===== config.mk =====
export PLATFORM = sky130hd
export DESIGN_NAME = mux_scan_sequencer
export DESIGN_NICKNAME = d
export VERILOG_FILES = /design/src/rtl/mux_scan_sequencer.sv
export SDC_FILE = /design/constraint.sdc
export NUM_CORES = 1
export LEC_CHECK = 0
export BUFFER_PORTS_ARGS = -buffer_cell sky130_fd_sc_hd__buf_2
export CORE_MARGIN = 2
export CORE_UTILIZATION = 29
export DETAILED_ROUTE_END_ITERATION = 10
export PLACE_DENSITY = 0.43
export SYNTH_ARGS = -nofsm -noshare
export SYNTH_HDL_FRONTEND = slang
export SYNTH_SLANG_ARGS = --single-unit
export TNS_END_PERCENT = 50

===== constraint.sdc =====
create_clock -name clk -period 2.6 [get_ports clk]
set_input_delay 0.26 -clock clk [delete_from_list [all_inputs] [get_ports clk]]
set_output_delay 0.26 -clock clk [all_outputs]
set_load 0.02 [all_outputs]

===== src/rtl/mux_scan_sequencer.sv =====
// Scan sequencer for a 4-to-1 mux: steps sel through every channel, holds each
// for a programmable dwell, samples the mux output and assembles a scan word.
module mux_scan_sequencer #(
    parameter int DWELL_W = 4,
    parameter int NUM_CH  = 4
) (
    input  logic               clk,
    input  logic               rst,
    input  logic               start,
    input  logic               cont,
    input  logic [DWELL_W-1:0] dwell,
    input  logic               y_in,
    output logic [1:0]         sel,
    output logic [3:0]         data_out,
    output logic               done,
    output logic               busy
);

    typedef enum logic {IDLE, SCAN} state_t;

    localparam logic [1:0] LAST_CH = 2'(NUM_CH - 1);

    state_t             state, state_nxt;
    logic [DWELL_W-1:0] count;
    logic [DWELL_W-1:0] dwell_q;
    logic [2:0]         shadow;
    logic               win_end;
    logic               last_ch;

    assign win_end = (count == '0);
    assign last_ch = (sel == LAST_CH);

    always_ff @(posedge clk) begin
        if (rst) state <= IDLE;
        else     state <= state_nxt;
    end

    always_comb begin
        state_nxt = state;
        case (state)
            IDLE:    if (start) state_nxt = SCAN;
            SCAN:    if (win_end && last_ch && !cont) state_nxt = IDLE;
            default: state_nxt = IDLE;
        endcase
    end

    always_comb begin
        busy = (state == SCAN);
    end

    // Datapath: dwell counter, channel select, per-channel sample shadow.
    always_ff @(posedge clk) begin
        if (rst) begin
            sel      <= 2'd0;
            data_out <= 4'd0;
            done     <= 1'b0;
            shadow   <= 3'd0;
            count    <= '0;
            dwell_q  <= '0;
        end else begin
            done <= 1'b0;
            case (state)
                IDLE: begin
                    sel <= 2'd0;
                    if (start) begin
                        dwell_q <= dwell;
                        count   <= dwell;
                    end
                end
                SCAN: begin
                    if (!win_end) begin
                        count <= count - DWELL_W'(1);
                    end else if (!last_ch) begin
                        case (sel)
                            2'd0:    shadow[0] <= y_in;
                            2'd1:    shadow[1] <= y_in;
                            default: shadow[2] <= y_in;
                        endcase
                        sel   <= sel + 2'd1;
                        count <= dwell_q;
                    end else begin
                        // Restart in continuous mode reuses the dwell latched at start.
                        data_out <= {y_in, shadow};
                        done     <= 1'b1;
                        sel      <= 2'd0;
                        count    <= dwell_q;
                    end
                end
                default: sel <= 2'd0;
            endcase
        end
    end

endmodule


; ---- Word-level counts from Yosys, hierarchy flattened
; Cells that the tools add are included.
[totals]
elab_cells = 41
in_bits = 9
register_bits = 19
out_inout_bits = 8
[classes]
addsub = 2
eq_ne = 4
n_reduce_logical = 12
n_bitwise = 4
mux = 10
[op_table]
columns = op, n
row1 = AND reduction 4 bit, 3
row2 = 2-to-1 mux 4 bit, 2
row3 = case mux 4 bit (2 select lines), 1
row4 = logical NOT 4 bit, 1
row5 = 2-to-1 mux 2 bit, 2
row6 = NOT 1 bit, 4
row7 = case mux 2 bit (2 select lines), 1
row8 = subtractor 4 x 1 -> 4 bit (second input constant), 1
row9 = 2-to-1 mux 1 bit, 3
row10 = AND reduction 3 bit, 1
row11 = OR reduction 3 bit, 1
row12 = adder 2 x 1 -> 2 bit (second input constant), 1
row13 = equality test 2 x 1 -> 1 bit (second input constant), 1
row14 = equality test 2 bit (second input constant), 1
row15 = logical AND 1 bit, 2
row16 = logical NOT 2 bit, 1
row17 = != test 2 x 1 -> 1 bit (second input constant), 1
row18 = != test 2 bit (second input constant), 1
row19 = case mux 1 bit (2 select lines), 1
row20 = AND reduction 2 bit, 1
row21 = OR reduction 2 bit, 1
row22 = logical NOT 1 bit, 1

; ---- Logic depth before layout (Yosys ltp)
; Gate-level depths: netlist of run 1.
[depth]
ltp_word = 5
ltp_mapped = 5
ltp_nobuf = 5

; ---- Least setup slack after synthesis of run 1
; No wires, ideal clock.
[synth_path]
path_type = register -> register
from = register count[0]
to = register count[0]
path_buffers = 0
stages_incl_launch_ff = 6
period_less_slack_ps = 1253
required_ps = 2479
arrival_time_ps = 1132
setup_slack_ps = 1347
setup_ps = 121
path_cell_list = dfxtp_1 > inv_1 > ha_1 > nor3b_4 > mux2i_1 > a21oi_1
[synth_between]
elab_chain_len = 3
elab_cells_between_ends = 4
classes_between = add/sub (1) / mux (2) / reduce/logical (1)
[synth_lines]
columns = item, line
row1 = start: declaration, 24  ; logic [DWELL_W-1:0] count;
row2 = start signal: assignment, 67  ; count <= dwell;
row3 = start signal: assignment, 72  ; count <= count - DWELL_W'(1);
row4 = start signal: assignment, 80  ; count <= dwell_q;
row5 = subtractor 4 x 1 -> 4 bit / logical NOT 4 bit (equally long branches), "72, 30"
row6 = 2-to-1 mux 4 bit (*), 71  ; if (!win_end) begin
row7 = case mux 4 bit (2 select lines) (*), 62  ; case (state)
; Every way passes the cells marked *; elsewhere a longest branch is shown, timed or not.
; A chain may end at the register's enable or synchronous reset.

; ---- Worst setup path in the final report of run 1
; Same ends and word-level chain as after synthesis.

==> impl_results.rst, run 1 <==
.. list-table::
   :header-rows: 1

   * - Metric
     - Value
   * - Effective utilization at floorplan
     - 30.2%
   * - GRT overflow
     - 0
   * - Overall die height
     - 59.9 um
   * - Cell count after synthesis
     - 92
   * - Highest routed metal layer
     - met4
   * - Maximum clock frequency
     - 701 MHz
   * - Number of CTS-inserted buffers
     - 3
   * - Drt first-iter violations
     - 13
   * - Final critical-path share of the clock period
     - approximately 55%
   * - Top delay family on crit path
     - simple AND/OR/NAND/NOR gates
   * - Post-detailed-route count of antenna-violating nets
     - 0
   * - Total I/O pin count
     - 17
   * - Kind of critical path
     - reg -> reg
   * - FF-to-FF Start
     - count[0]
   * - Arr. time, crit path
     - 1.61 ns
   * - Number of gates resized after cts
     - 0
   * - Non-filler instance count after layout
     - 140
   * - Post-layout minimum cycle time
     - 1.43 ns
   * - Critical path, cell by cell
     - inv_1, ha_1, nor3b_4, mux2i_1, a21oi_1
   * - Placeable core region
     - 3000 sq um
   * - Reg2Reg Depth
     - 5
   * - Number of distinct library cells after synthesis
     - 25
   * - Number of detailed-route iterations in the first pass
     - 4
   * - Wirelength, routed
     - between 1500 and 2000 um
   * - Final count of negative-setup-slack endpoints
     - 0
   * - EDFF count, synth
     - 0
   * - Most common cell in the synthesized netlist
     - sky130_fd_sc_hd__dfxtp_1
   * - Post-Synthesis Mean Instance Area
     - 9.86 sq um
   * - Number of stages on the worst hold path
     - 3
   * - Post-Place Cells
     - 136
   * - Pwr Total
     - approximately 0.00057 W
   * - Number of gates on the worst path with buffers counted
     - 5
   * - Area taken by flip-flops and latches
     - ~380 sq um
   * - Synthesis-to-finish area growth
     - 13.8%
   * - Wire length on met3
     - 85 um
   * - Count of max-cap constraint violations
     - 0
   * - DRC violation count after routing
     - 0
   * - Setup repair after global routing missed its margin
     - no
   * - Average via count per standard cell
     - 4.79
   * - Wire length of the first global-routing pass
     - 2940 um
   * - IR Drop Worst-Case VDD
     - 0.000232 V
   * - Die outline area
     - 3590 sq um
   * - Static leakage power
     - 0.493 nW
   * - Number of setup buffers added after CTS
     - 0
   * - Number of buffers inserted for hold repair after clock tree synthesis
     - 0
   * - Power density over the cells
     - roughly 550 nW/um^2
   * - Detailed-placement wirelength estimate
     - 1320 um
   * - CP Buf/Inv Count
     - 1
   * - Clock-pin slew on the worst setup and hold paths
     - ~0.11 ns
   * - Data required, critical path
     - 2.79 ns
   * - Biggest area contributors in the synthesized netlist
     - sky130_fd_sc_hd__dfxtp_1 (42%), sky130_fd_sc_hd__mux2i_1 (18%), sky130_fd_sc_hd__ha_1 (6.9%), sky130_fd_sc_hd__nand2_1 (4.1%), sky130_fd_sc_hd__mux2_2 (3.7%)
   * - Ratio of cells with drive above 1 in the final layout
     - 25.2%
   * - Slew HR
     - around two thirds
   * - Maximum number of pins on one net before global-route repair
     - 14
   * - Cell Area, Synth
     - 907 sq um
   * - Slew @ Worst Pin
     - 0.494 ns
   * - Final worst clock skew
     - about 0.0013 ns
   * - Fillcell total
     - 332
   * - Wire length on met2
     - 799 um
   * - Largest driver fanout on the critical path
     - 6
   * - Final antenna diode count
     - 0
   * - Post-DR wirelength/cell
     - 12.6 um
   * - Async set-reset flop share out of synthesis
     - 0%
   * - Antenna violations before repair
     - 0
   * - Count of final max-slew check failures
     - 0
   * - Worst Min Path Start
     - dwell[0]
   * - Total number of vias
     - 671
   * - Max Root-Sink Buffers
     - 2
   * - Critical path launch point type
     - flip-flop
   * - Total count of hold-check failures in the final report
     - 0
   * - Placer's final routability congestion estimate
     - 0.777
   * - Vias in the first global route
     - 658
   * - CTS tree
     - yes
   * - Source-to-sink clock delay at the later pin of the worst-skew pair
     - about 0.30 ns
   * - Setup TNS
     - 0 ns
   * - Synthesized net count
     - 106
   * - Result of the run
     - complete, no violations
   * - Area of the multi-input gates
     - approximately 480 sq um
   * - NumNets Final
     - 122
   * - Crit-path max cell delay
     - roughly 0.39 ns
   * - Sink Count
     - 19
   * - Port-buffer cells
     - 16
   * - Number of warnings issued by yosys
     - 0
   * - Library cell with the largest summed area after synthesis
     - sky130_fd_sc_hd__dfxtp_1
   * - Most used DFF post-synth
     - sky130_fd_sc_hd__dfxtp_1
   * - Slowest library cell on the worst path
     - sky130_fd_sc_hd__nor3b_4
   * - Critical Path Source
     - count[0]
   * - Endpoint type of the worst setup path
     - flip-flop
   * - Post-synth top area share
     - 41.9%
   * - H-Tree Level Count
     - 1
   * - GRT Total Usage
     - 11.3%
   * - Flop and latch count out of synthesis
     - 19
   * - Clock root buffer
     - sky130_fd_sc_hd__clkbuf_4
   * - Core Rows
     - 20
   * - Worst hold slack
     - roughly 0.20 ns
   * - Sequential area share after synthesis
     - 41.9%
   * - Path type of the worst min-delay path
     - in -> reg
   * - Cell types with the highest counts after synthesis
     - sky130_fd_sc_hd__dfxtp_1 (19), sky130_fd_sc_hd__mux2i_1 (16), sky130_fd_sc_hd__nand2_1 (10), sky130_fd_sc_hd__nor2_1 (8), sky130_fd_sc_hd__inv_1 (6)
   * - Width of the die
     - between 50 and 60 um
   * - Met1 Routed Length
     - 847 um
area by class of cell:
type | instances | share of cell area [%]
Tap cell | 33 | 4.00
Timing Repair Buffer | 16 | 7.76
Inverter | 6 | 2.18
Sequential cell | 19 | 36.8
Clock inverter | 1 | 0.485
Clock buffer | 3 | 2.18
Multi-Input combinational cell | 62 | 46.5
final timing paths:
kind	slack (ns)	endpoint
max	1.17	count[0]
min	0.20	dwell_q[0]
max reg2reg	1.17	count[0]
min reg2reg	0.47	data_out[3]
stage by stage:
| stage | worst slack, ns | instance area, sq um | utilization (%) |
|---|---|---|---|
| after floorplan | 1.35 | 907 | - |
| after global placement | 1.12 | 1000 | 33.5 |
| after detailed placement | 1.17 | 1000 | 33.5 |
| after CTS | 1.14 | 1030 | 34.4 |
| after global routing | 1.04 | 1030 | 34.4 |
| final | 1.17 | 1030 | 34.4 |
routing by layer:
metal / track usage [%] / up-vias
li1: - / 341
met3: 2.38 / 4
met2: 17.1 / 15
met1: 14.8 / 311
met4: 6.67 / 0
met5: 0 / -
logic make-up (layout without fill, tap and decap cells):
logic type	after synthesis	in the layout	share of synthesized area (%)
AOI/OAI and AO/OA	9	9	6.62
xor gates and xnor gates	1	1	0.966
adders and majority gates	5	5	6.90
buffers and inverters	11	26	5.10
DFF	19	19	41.9
muxes	19	19	21.4
and+or+nand+nor	28	28	17.1
report_power, final:
group	leakage, nW	internal [W]	total, W	switching, W
sequential	0.155	0.000305	0.000320	0.0000156
clock	0.0177	0.0000573	0.000155	0.0000980
combinational	0.320	0.0000485	0.0000953	0.0000468
registers in the layout, indices dropped and copies added, names as in the netlist:
| signal | cells |
|---|---|
| dwell_q | 4 |
| data_out | 4 |
| shadow | 3 |
| busy | 1 |
| sel | 2 |
| done | 1 |
| count | 4 |
worst reg2reg max path, delay by kind of cell, from the launching register on:
family / cells / cell delay (ns)
adder cells (fa/ha/maj): 1 / 0.21
flip-flops: 1 / 0.34
AND/OR/NAND/NOR: 1 / 0.39
AO/OA/AOI/OAI: 1 / 0.07
multiplexers: 1 / 0.22
buffers and inverters: 1 / 0.07
cell usage in the layout, fill, tap and decap left out, drive strengths merged:
cell type	count
dfxtp	19
mux2i	16
buf	16
nand2	11
nor2	8
inv	6
ha	5
mux2	3
clkbuf	3
o21ai	3
nor2b	2
nand3b	2
a211oi	2
a21oi	2
nor3b	1
and4bb	1
o221a	1
nor3	1
xnor2	1
or3	1
nand4	1
o311ai	1
clkinv	1
(Power assumes the default switching activity.)
==> run 2, diff against run 1 <==
- PLACE_DENSITY: 0.43 -> 0.45
- clock period: 2.6 -> 1.2 ns (I/O delays scaled with it)
==> impl_results.rst, run 2 (synthesis gave the netlist of run 1 again) <==
.. list-table::
   :header-rows: 1

   * - Metric
     - Value
   * - Maximum clock frequency
     - 799 MHz (+14%)
   * - Commonest cells after routing, fill and taps aside
     - sky130_fd_sc_hd__mux2i_1 (16), sky130_fd_sc_hd__dfxtp_1 (16), sky130_fd_sc_hd__buf_2 (16)
   * - Critical path launch point type
     - flip-flop
   * - Clock root buffer
     - sky130_fd_sc_hd__clkbuf_4
   * - Die outline area
     - 3590 sq um (unchanged)
   * - Setup TNS
     - -0.229 ns (-0.229 ns)
   * - Number of detailed-route iterations in the first pass
     - 4 (unchanged)
   * - Max Root-Sink Buffers
     - 2 (unchanged)
   * - Final core utilization
     - 39.3% (+5.0 points)
   * - Source-to-sink clock delay at the later pin of the worst-skew pair
     - 0.30 ns (about the same)
   * - Result of the run
     - finished with violations
   * - Slew @ Worst Pin
     - 0.277 ns (-0.218 ns)
   * - Core Rows
     - 20 (unchanged)
   * - Data required, critical path
     - 1.40 ns (-1.39 ns)
   * - GRT overflow
     - 0 (unchanged)
   * - Static leakage power
     - 0.568 nW (+15%)
   * - Count of final max-slew check failures
     - 0 (unchanged)
   * - Final critical-path share of the clock period
     - 104% (+49 points)
   * - H-Tree Level Count
     - 1 (unchanged)
   * - FF-to-FF Start
     - count[0]
   * - Path type of the worst min-delay path
     - in -> reg
   * - Post-detailed-route count of antenna-violating nets
     - 0 (unchanged)
   * - Worst setup slack after layout
     - -0.0512 ns (-1.22 ns)
   * - Number of buffers inserted for hold repair after clock tree synthesis
     - 0 (unchanged)
   * - Final instance area
     - 1180 sq um (+14%)
   * - Setup slack, reg-to-reg
     - -0.05 ns (-1.22 ns)
   * - Largest regs
     - count x4, data_out x4, dwell_q x4
   * - Total count of hold-check failures in the final report
     - 0 (unchanged)
   * - IR Drop Worst-Case VDD
     - 0.000623 V (+170%)
   * - Placeable core region
     - 3000 sq um (unchanged)
   * - GRT Total Usage
     - 11.7% (+0.37 points)
   * - Total number of vias
     - 717 (+6.9%)
   * - Final antenna diode count
     - 0 (unchanged)
   * - Placed Instance Area
     - 1120 sq um (+12%)
   * - Port-buffer cells
     - 16 (unchanged)
   * - Final worst clock skew
     - 0.0104 ns (+0.00911 ns)
   * - Overall die height
     - 59.9 um (unchanged)
   * - Largest driver fanout on the critical path
     - 4 (-2)
   * - Reg2Reg Depth
     - 6 (+1)
   * - Vias in the first global route
     - 666 (+1.2%)
   * - Sink Count
     - 19 (unchanged)
   * - Post-layout minimum cycle time
     - 1.25 ns (-0.176 ns)
   * - Number of stages on the worst hold path
     - 3 (unchanged)
   * - Total I/O pin count
     - 17 (unchanged)
   * - Antenna violations before repair
     - 0 (unchanged)
   * - Arr. time, crit path
     - 1.45 ns (-0.16 ns)
   * - CP Buf/Inv Count
     - 2 (+1)
   * - Place WS
     - -0.0338 ns (-1.20 ns)
   * - Number of CTS-inserted buffers
     - 3 (unchanged)
   * - Count of max-cap constraint violations
     - 0 (unchanged)
   * - Synthesis-to-finish area growth
     - 30.2%
   * - Slowest library cell on the worst path
     - sky130_fd_sc_hd__dfxtp_2
   * - Drt first-iter violations
     - 18 (+5)
   * - Wire length of the first global-routing pass
     - 3090 um (+5.2%)
   * - Placer's final routability congestion estimate
     - 0.718 (-7.6%)
   * - Maximum number of pins on one net before global-route repair
     - 12 (-2)
   * - Slew HR
     - 81.3% (+14 points)
   * - Post-DR wirelength/cell
     - 12.1 um (-3.7%)
   * - Critical path, cell by cell
     - inv_2, ha_4, nor3b_4, buf_4, mux2i_1, nor2_1
   * - Worst Min Path Start
     - dwell[1]
   * - CTS tree
     - yes
   * - DRC violation count after routing
     - 0 (unchanged)
   * - Setup repair after global routing missed its margin
     - yes
   * - Hold Path End
     - dwell_q[1]
   * - NumNets Final
     - 136 (+11%)
   * - Top delay family on crit path
     - flip-flops
   * - Violations in the final reports
     - negative setup slack
   * - Crit-path max cell delay
     - 0.34 ns (-0.05 ns)
   * - Endpoint type of the worst setup path
     - flip-flop
   * - Clock-pin slew on the worst setup and hold paths
     - 0.11 ns (about the same)
   * - Kind of critical path
     - reg -> reg
   * - Effective utilization at floorplan
     - 30.2% (unchanged)
   * - Final count of negative-setup-slack endpoints
     - 8 (+8)
   * - Ratio of cells with drive above 1 in the final layout
     - 39.7% (+14 points)
   * - Worst flop-to-flop path endpoint
     - sel[1]
   * - Power density over the cells
     - 1110 nW/um^2 (+100%)
   * - Width of the die
     - 59.9 um (unchanged)
   * - Detailed-placement wirelength estimate
     - 1450 um (+10%)
   * - Wirelength, routed
     - 1870 um (+5.9%)
   * - Average via count per standard cell
     - 4.66 (-2.9%)
-- run 2: changes by cell type in the layout (fill, tap and decap cells not counted), moves of 2 or more --
cell / before / now
sky130_fd_sc_hd__dfxtp_2: 0 / 3
sky130_fd_sc_hd__buf_4: 0 / 12
sky130_fd_sc_hd__dfxtp_1: 19 / 16
sky130_fd_sc_hd__inv_2: 0 / 2
sky130_fd_sc_hd__inv_1: 6 / 4
sky130_fd_sc_hd__buf_6: 0 / 2
-- run 2: worst max-delay path by stage --
stage                   from        to  slack [ns]  cells past startpoint
CTS                 count[0]  count[1]       -0.05                      6
global route        count[0]  count[1]       -0.19                      6
finish              count[0]    sel[1]       -0.05                      6
global placement    count[0]  count[0]       -0.03                      6
detailed placement  count[0]  count[1]       -0.03                      6
floorplan           count[1]  count[0]      0.0007                      5
-- run 2: worst reg2reg max path, cell delays in order (launching register included) --
cell and delay [ns]:
sky130_fd_sc_hd__dfxtp_2 0.34, sky130_fd_sc_hd__inv_2 0.07, sky130_fd_sc_hd__ha_4 0.13, sky130_fd_sc_hd__nor3b_4 0.21, sky130_fd_sc_hd__buf_4 0.17, sky130_fd_sc_hd__mux2i_1 0.18
sky130_fd_sc_hd__nor2_1 0.05
-- run 2: cell type report --
type | instances | area, sq um
clock buffers | 4 | 26.3
fillers | 325 | 1820
inverters | 6 | 22.5
multi-input cells | 62 | 514
flip-flops and latches | 19 | 384
well taps | 33 | 41.3
repair buffers | 30 | 193
-- run 2: report_power, final --
group / internal, W / total (W) / leakage, nW / switching, W
logic: 0.000167 / 0.000293 / 0.397 / 0.000127
clock network: 0.000130 / 0.000327 / 0.0150 / 0.000198
registers: 0.000662 / 0.000692 / 0.156 / 0.0000300
total: 0.000959 / 0.00131 / 0.568 / 0.000354
-- run 2: what timing repair did --
item                                    CTS  global route
resized for setup                         0             7
buffers inserted                          0             1
endpoints found under the setup margin    8            16
pin swaps                                 0             1
-- run 2: through the flow --
stage | total power (W) | instances | hold WS [ns]
2_1_floorplan | 0.000883 | 92 | 0.267
3_3_place_gp | 0.000985 | 149 | 0.371
3_5_place_dp | 0.000987 | 149 | 0.383
4_1_cts | 0.00132 | 153 | 0.0577
5_1_grt | 0.00140 | 154 | 0.0717
6_report | 0.00131 | 154 | 0.0696
-- run 2: per-layer routing --
metal / GRT usage, % / vias to the layer above / share of wire (%)
met5: 0 / - / 0
met4: 5.71 / 0 / 1.8
met3: 1.95 / 4 / 3.4
met2: 18.0 / 13 / 46
met1: 15.8 / 328 / 49
li1: - / 372 / -
==> run 3, diff against run 2 <==
- ABC_AREA: not set -> 1
- CORE_MARGIN: 2 -> 5
==> impl_results.rst, run 3 <==
.. list-table::
   :header-rows: 1

   * - Metric
     - Value
   * - Wirelength, routed
     - 2270 um (+22%)
   * - FF-to-FF Start
     - count[1]
   * - Final critical-path share of the clock period
     - 99.8% (-4.5 points)
   * - DRC violation count after routing
     - 0 (unchanged)
   * - Final count of negative-setup-slack endpoints
     - 0 (-8)
   * - Arr. time, crit path
     - 1.43 ns (-0.02 ns)
   * - Ratio of cells with drive above 1 in the final layout
     - 31.8% (-7.9 points)
   * - Commonest cells after routing, fill and taps aside
     - sky130_fd_sc_hd__nand2_1 (28), sky130_fd_sc_hd__nor2_1 (26), sky130_fd_sc_hd__inv_1 (18)
   * - Post-synth top area share
     - 40.2% (-1.8 points)
   * - Critical Path Source
     - count[1]
   * - Wire length of the first global-routing pass
     - 3850 um (+25%)
   * - Worst setup slack after layout
     - 0.00289 ns (+0.0541 ns)
   * - Count of final max-slew check failures
     - 0 (unchanged)
   * - Average via count per standard cell
     - 4.36 (-6.5%)
   * - Data required, critical path
     - 1.44 ns (+0.04 ns)
   * - Cell Area, Synth
     - 947 sq um (+4.4%)
   * - Synthesized net count
     - 151 (+42%)
   * - Post-DR wirelength/cell
     - 10.6 um (-12%)
   * - Count of max-cap constraint violations
     - 0 (unchanged)
   * - Post-layout minimum cycle time
     - 1.20 ns (-0.0541 ns)
   * - Setup slack, reg-to-reg
     - 0.003 ns (+0.05 ns)
   * - Static leakage power
     - 0.646 nW (+14%)
   * - Post-detailed-route count of antenna-violating nets
     - 0 (unchanged)
   * - Critical path launch point type
     - flip-flop
   * - Placeable core region
     - 3100 sq um (+3.3%)
   * - Port-buffer cells
     - 16 (unchanged)
   * - CTS tree
     - yes
   * - Antenna violations before repair
     - 0 (unchanged)
   * - Number of warnings issued by yosys
     - 0 (unchanged)
   * - Die outline area
     - 4510 sq um (+26%)
   * - Library cell with the largest summed area after synthesis
     - sky130_fd_sc_hd__dfxtp_1
   * - Source-to-sink clock delay at the later pin of the worst-skew pair
     - 0.30 ns (about the same)
   * - Number of detailed-route iterations in the first pass
     - 4 (unchanged)
   * - Number of CTS-inserted buffers
     - 3 (unchanged)
   * - Most frequent standard cell in the layout excluding fill and tap cells
     - sky130_fd_sc_hd__nand2_1
   * - Reg2Reg Depth
     - 7 (+1)
   * - Post-Synthesis Mean Instance Area
     - 6.91 sq um (-30%)
   * - Place WS
     - -0.0485 ns (-0.0147 ns)
   * - Clock root buffer
     - sky130_fd_sc_hd__clkbuf_4
   * - Biggest area contributors in the synthesized netlist
     - sky130_fd_sc_hd__dfxtp_1 (40%), sky130_fd_sc_hd__nand2_1 (11%), sky130_fd_sc_hd__nor2_1 (11%), sky130_fd_sc_hd__inv_1 (7.9%), sky130_fd_sc_hd__ha_1 (6.6%)
   * - Cell types with the highest counts after synthesis
     - sky130_fd_sc_hd__nand2_1 (29), sky130_fd_sc_hd__nor2_1 (29), sky130_fd_sc_hd__inv_1 (20), sky130_fd_sc_hd__dfxtp_1 (19), sky130_fd_sc_hd__o21ai_0 (10)
   * - Largest regs
     - count x4, data_out x4, dwell_q x4
   * - Max Root-Sink Buffers
     - 2 (unchanged)
   * - Endpoint type of the worst setup path
     - flip-flop
   * - Number of buffers inserted for hold repair after clock tree synthesis
     - 0 (unchanged)
   * - Sequential area share after synthesis
     - 40.2% (-1.8 points)
   * - Cell count after synthesis
     - 137 (+49%)
   * - Sink Count
     - 19 (unchanged)
   * - GRT Total Usage
     - 11.3% (-0.44 points)
   * - Vias in the first global route
     - 897 (+35%)
   * - Number of distinct library cells after synthesis
     - 18 (-28%)
   * - Core Rows
     - 20 (unchanged)
   * - Power density over the cells
     - 1080 nW/um^2 (-2.5%)
   * - Slew @ Worst Pin
     - 0.385 ns (+0.108 ns)
   * - IR Drop Worst-Case VDD
     - 0.000523 V (-16%)
   * - NumNets Final
     - 185 (+36%)
   * - Flop and latch count out of synthesis
     - 19 (unchanged)
   * - Total count of hold-check failures in the final report
     - 0 (unchanged)
   * - Result of the run
     - complete, no violations
   * - Total I/O pin count
     - 17 (unchanged)
   * - Maximum clock frequency
     - 835 MHz (+4.5%)
   * - Worst hold slack
     - 0.0378 ns (-0.0318 ns)
   * - Placer's final routability congestion estimate
     - 0.833 (+16%)
   * - H-Tree Level Count
     - 1 (unchanged)
   * - EDFF count, synth
     - 0 (unchanged)
   * - Setup repair after global routing missed its margin
     - yes
   * - Path type of the worst min-delay path
     - in -> reg
   * - Maximum number of pins on one net before global-route repair
     - 14 (+2)
   * - Largest driver fanout on the critical path
     - 6 (+2)
   * - Last element of the critical path
     - sel[1]
   * - Overall die height
     - 67.2 um (+12%)
   * - Width of the die
     - 67.2 um (+12%)
   * - Worst Min Path Start
     - cont
   * - Synthesis-to-finish area growth
     - 35.0%
   * - Clock-pin slew on the worst setup and hold paths
     - 0.11 ns (about the same)
   * - Effective utilization at floorplan
     - 30.5% (+0.32 points)
   * - Final antenna diode count
     - 0 (unchanged)
   * - Detailed-placement wirelength estimate
     - 1690 um (+17%)
   * - Async set-reset flop share out of synthesis
     - 0% (unchanged)
   * - Kind of critical path
     - reg -> reg
   * - Pwr Total
     - 0.00139 W (+5.6%)
   * - Drt first-iter violations
     - 27 (+9)
   * - Final worst clock skew
     - 0.00132 ns (-0.00905 ns)
   * - Slew HR
     - 74.3% (-7.0 points)
   * - Worst flop-to-flop path endpoint
     - sel[1]
   * - Total number of vias
     - 932 (+30%)
   * - Most used DFF post-synth
     - sky130_fd_sc_hd__dfxtp_1
   * - GRT overflow
     - 0 (unchanged)
   * - Fillcell total
     - 349 (+7.4%)
-- run 3: cells by family after synthesis --
kind of cell | Yosys count | synth area share (%)
and+or+nand+nor | 72 | 33.9
adders and majority gates | 5 | 6.61
xor gates and xnor gates | 1 | 0.925
AOI/OAI and AO/OA | 18 | 9.51
buffers and inverters | 22 | 8.85
DFF | 19 | 40.2
-- run 3: final cells by class --
class	count	area (sq um)	share of cell area, %
timing repair buffer	29	178	13.9
sequential	19	387	30.2
multi-input combinational	97	554	43.3
tap	44	55.1	4.31
inverter	21	78.8	6.16
clock buffer	4	26.3	2.05
-- run 3: worst min path at each step --
| stage | to | slack, ns | cells past startpoint |
|---|---|---|---|
| after floorplan | sel[1] | 0.18 | 1 |
| after global placement | busy | 0.35 | 3 |
| after detailed placement | busy | 0.36 | 3 |
| after CTS | busy | 0.04 | 3 |
| after global routing | busy | 0.05 | 3 |
| final | busy | 0.04 | 3 |
-- run 3: report_power, final --
part	internal, W	total [W]	switching, W
Clock	0.000130	0.000329	0.000200
Combinational	0.000158	0.000360	0.000203
Sequential	0.000667	0.000696	0.0000290
Total	0.000954	0.00139	0.000432
-- run 3: per-stage QoR --
| step | setup TNS (ns) | instance area (sq um) | utilization [%] | cells |
|---|---|---|---|---|
| 2_1_floorplan | 0 | 950 | - | 137 |
| 3_3_place_gp | -0.0352 | 1150 | 37.0 | 205 |
| 3_5_place_dp | -0.252 | 1150 | 37.0 | 205 |
| 4_1_cts | 0 | 1190 | 38.2 | 209 |
| 5_1_grt | -0.521 | 1280 | 41.2 | 214 |
| 6_report | 0 | 1280 | 41.2 | 214 |
-- run 3: critical path: stages (launching register included) --
cell and delay (ns):
sky130_fd_sc_hd__dfxtp_2 0.34, sky130_fd_sc_hd__inv_2 0.08, sky130_fd_sc_hd__ha_4 0.17, sky130_fd_sc_hd__nand2_8 0.07, sky130_fd_sc_hd__nor2_8 0.17, sky130_fd_sc_hd__buf_4 0.14
sky130_fd_sc_hd__nand2_1 0.04, sky130_fd_sc_hd__a21oi_1 0.12
-- run 3: routing by layer --
layer	track usage (%)	part of all wire [%]	vias up
met3	2.66	3.6	5
met5	0	0	-
li1	-	-	494
met4	4.56	1.8	0
met1	14.9	49	415
met2	17.5	46	18
-- run 3: what timing repair did --
item	CTS	global route
cloned	0	1
pin swaps	2	10
setup buffers	0	4
hold endpoints to repair	0	0
resized for setup	4	13
endpoints found under the setup margin	11	17
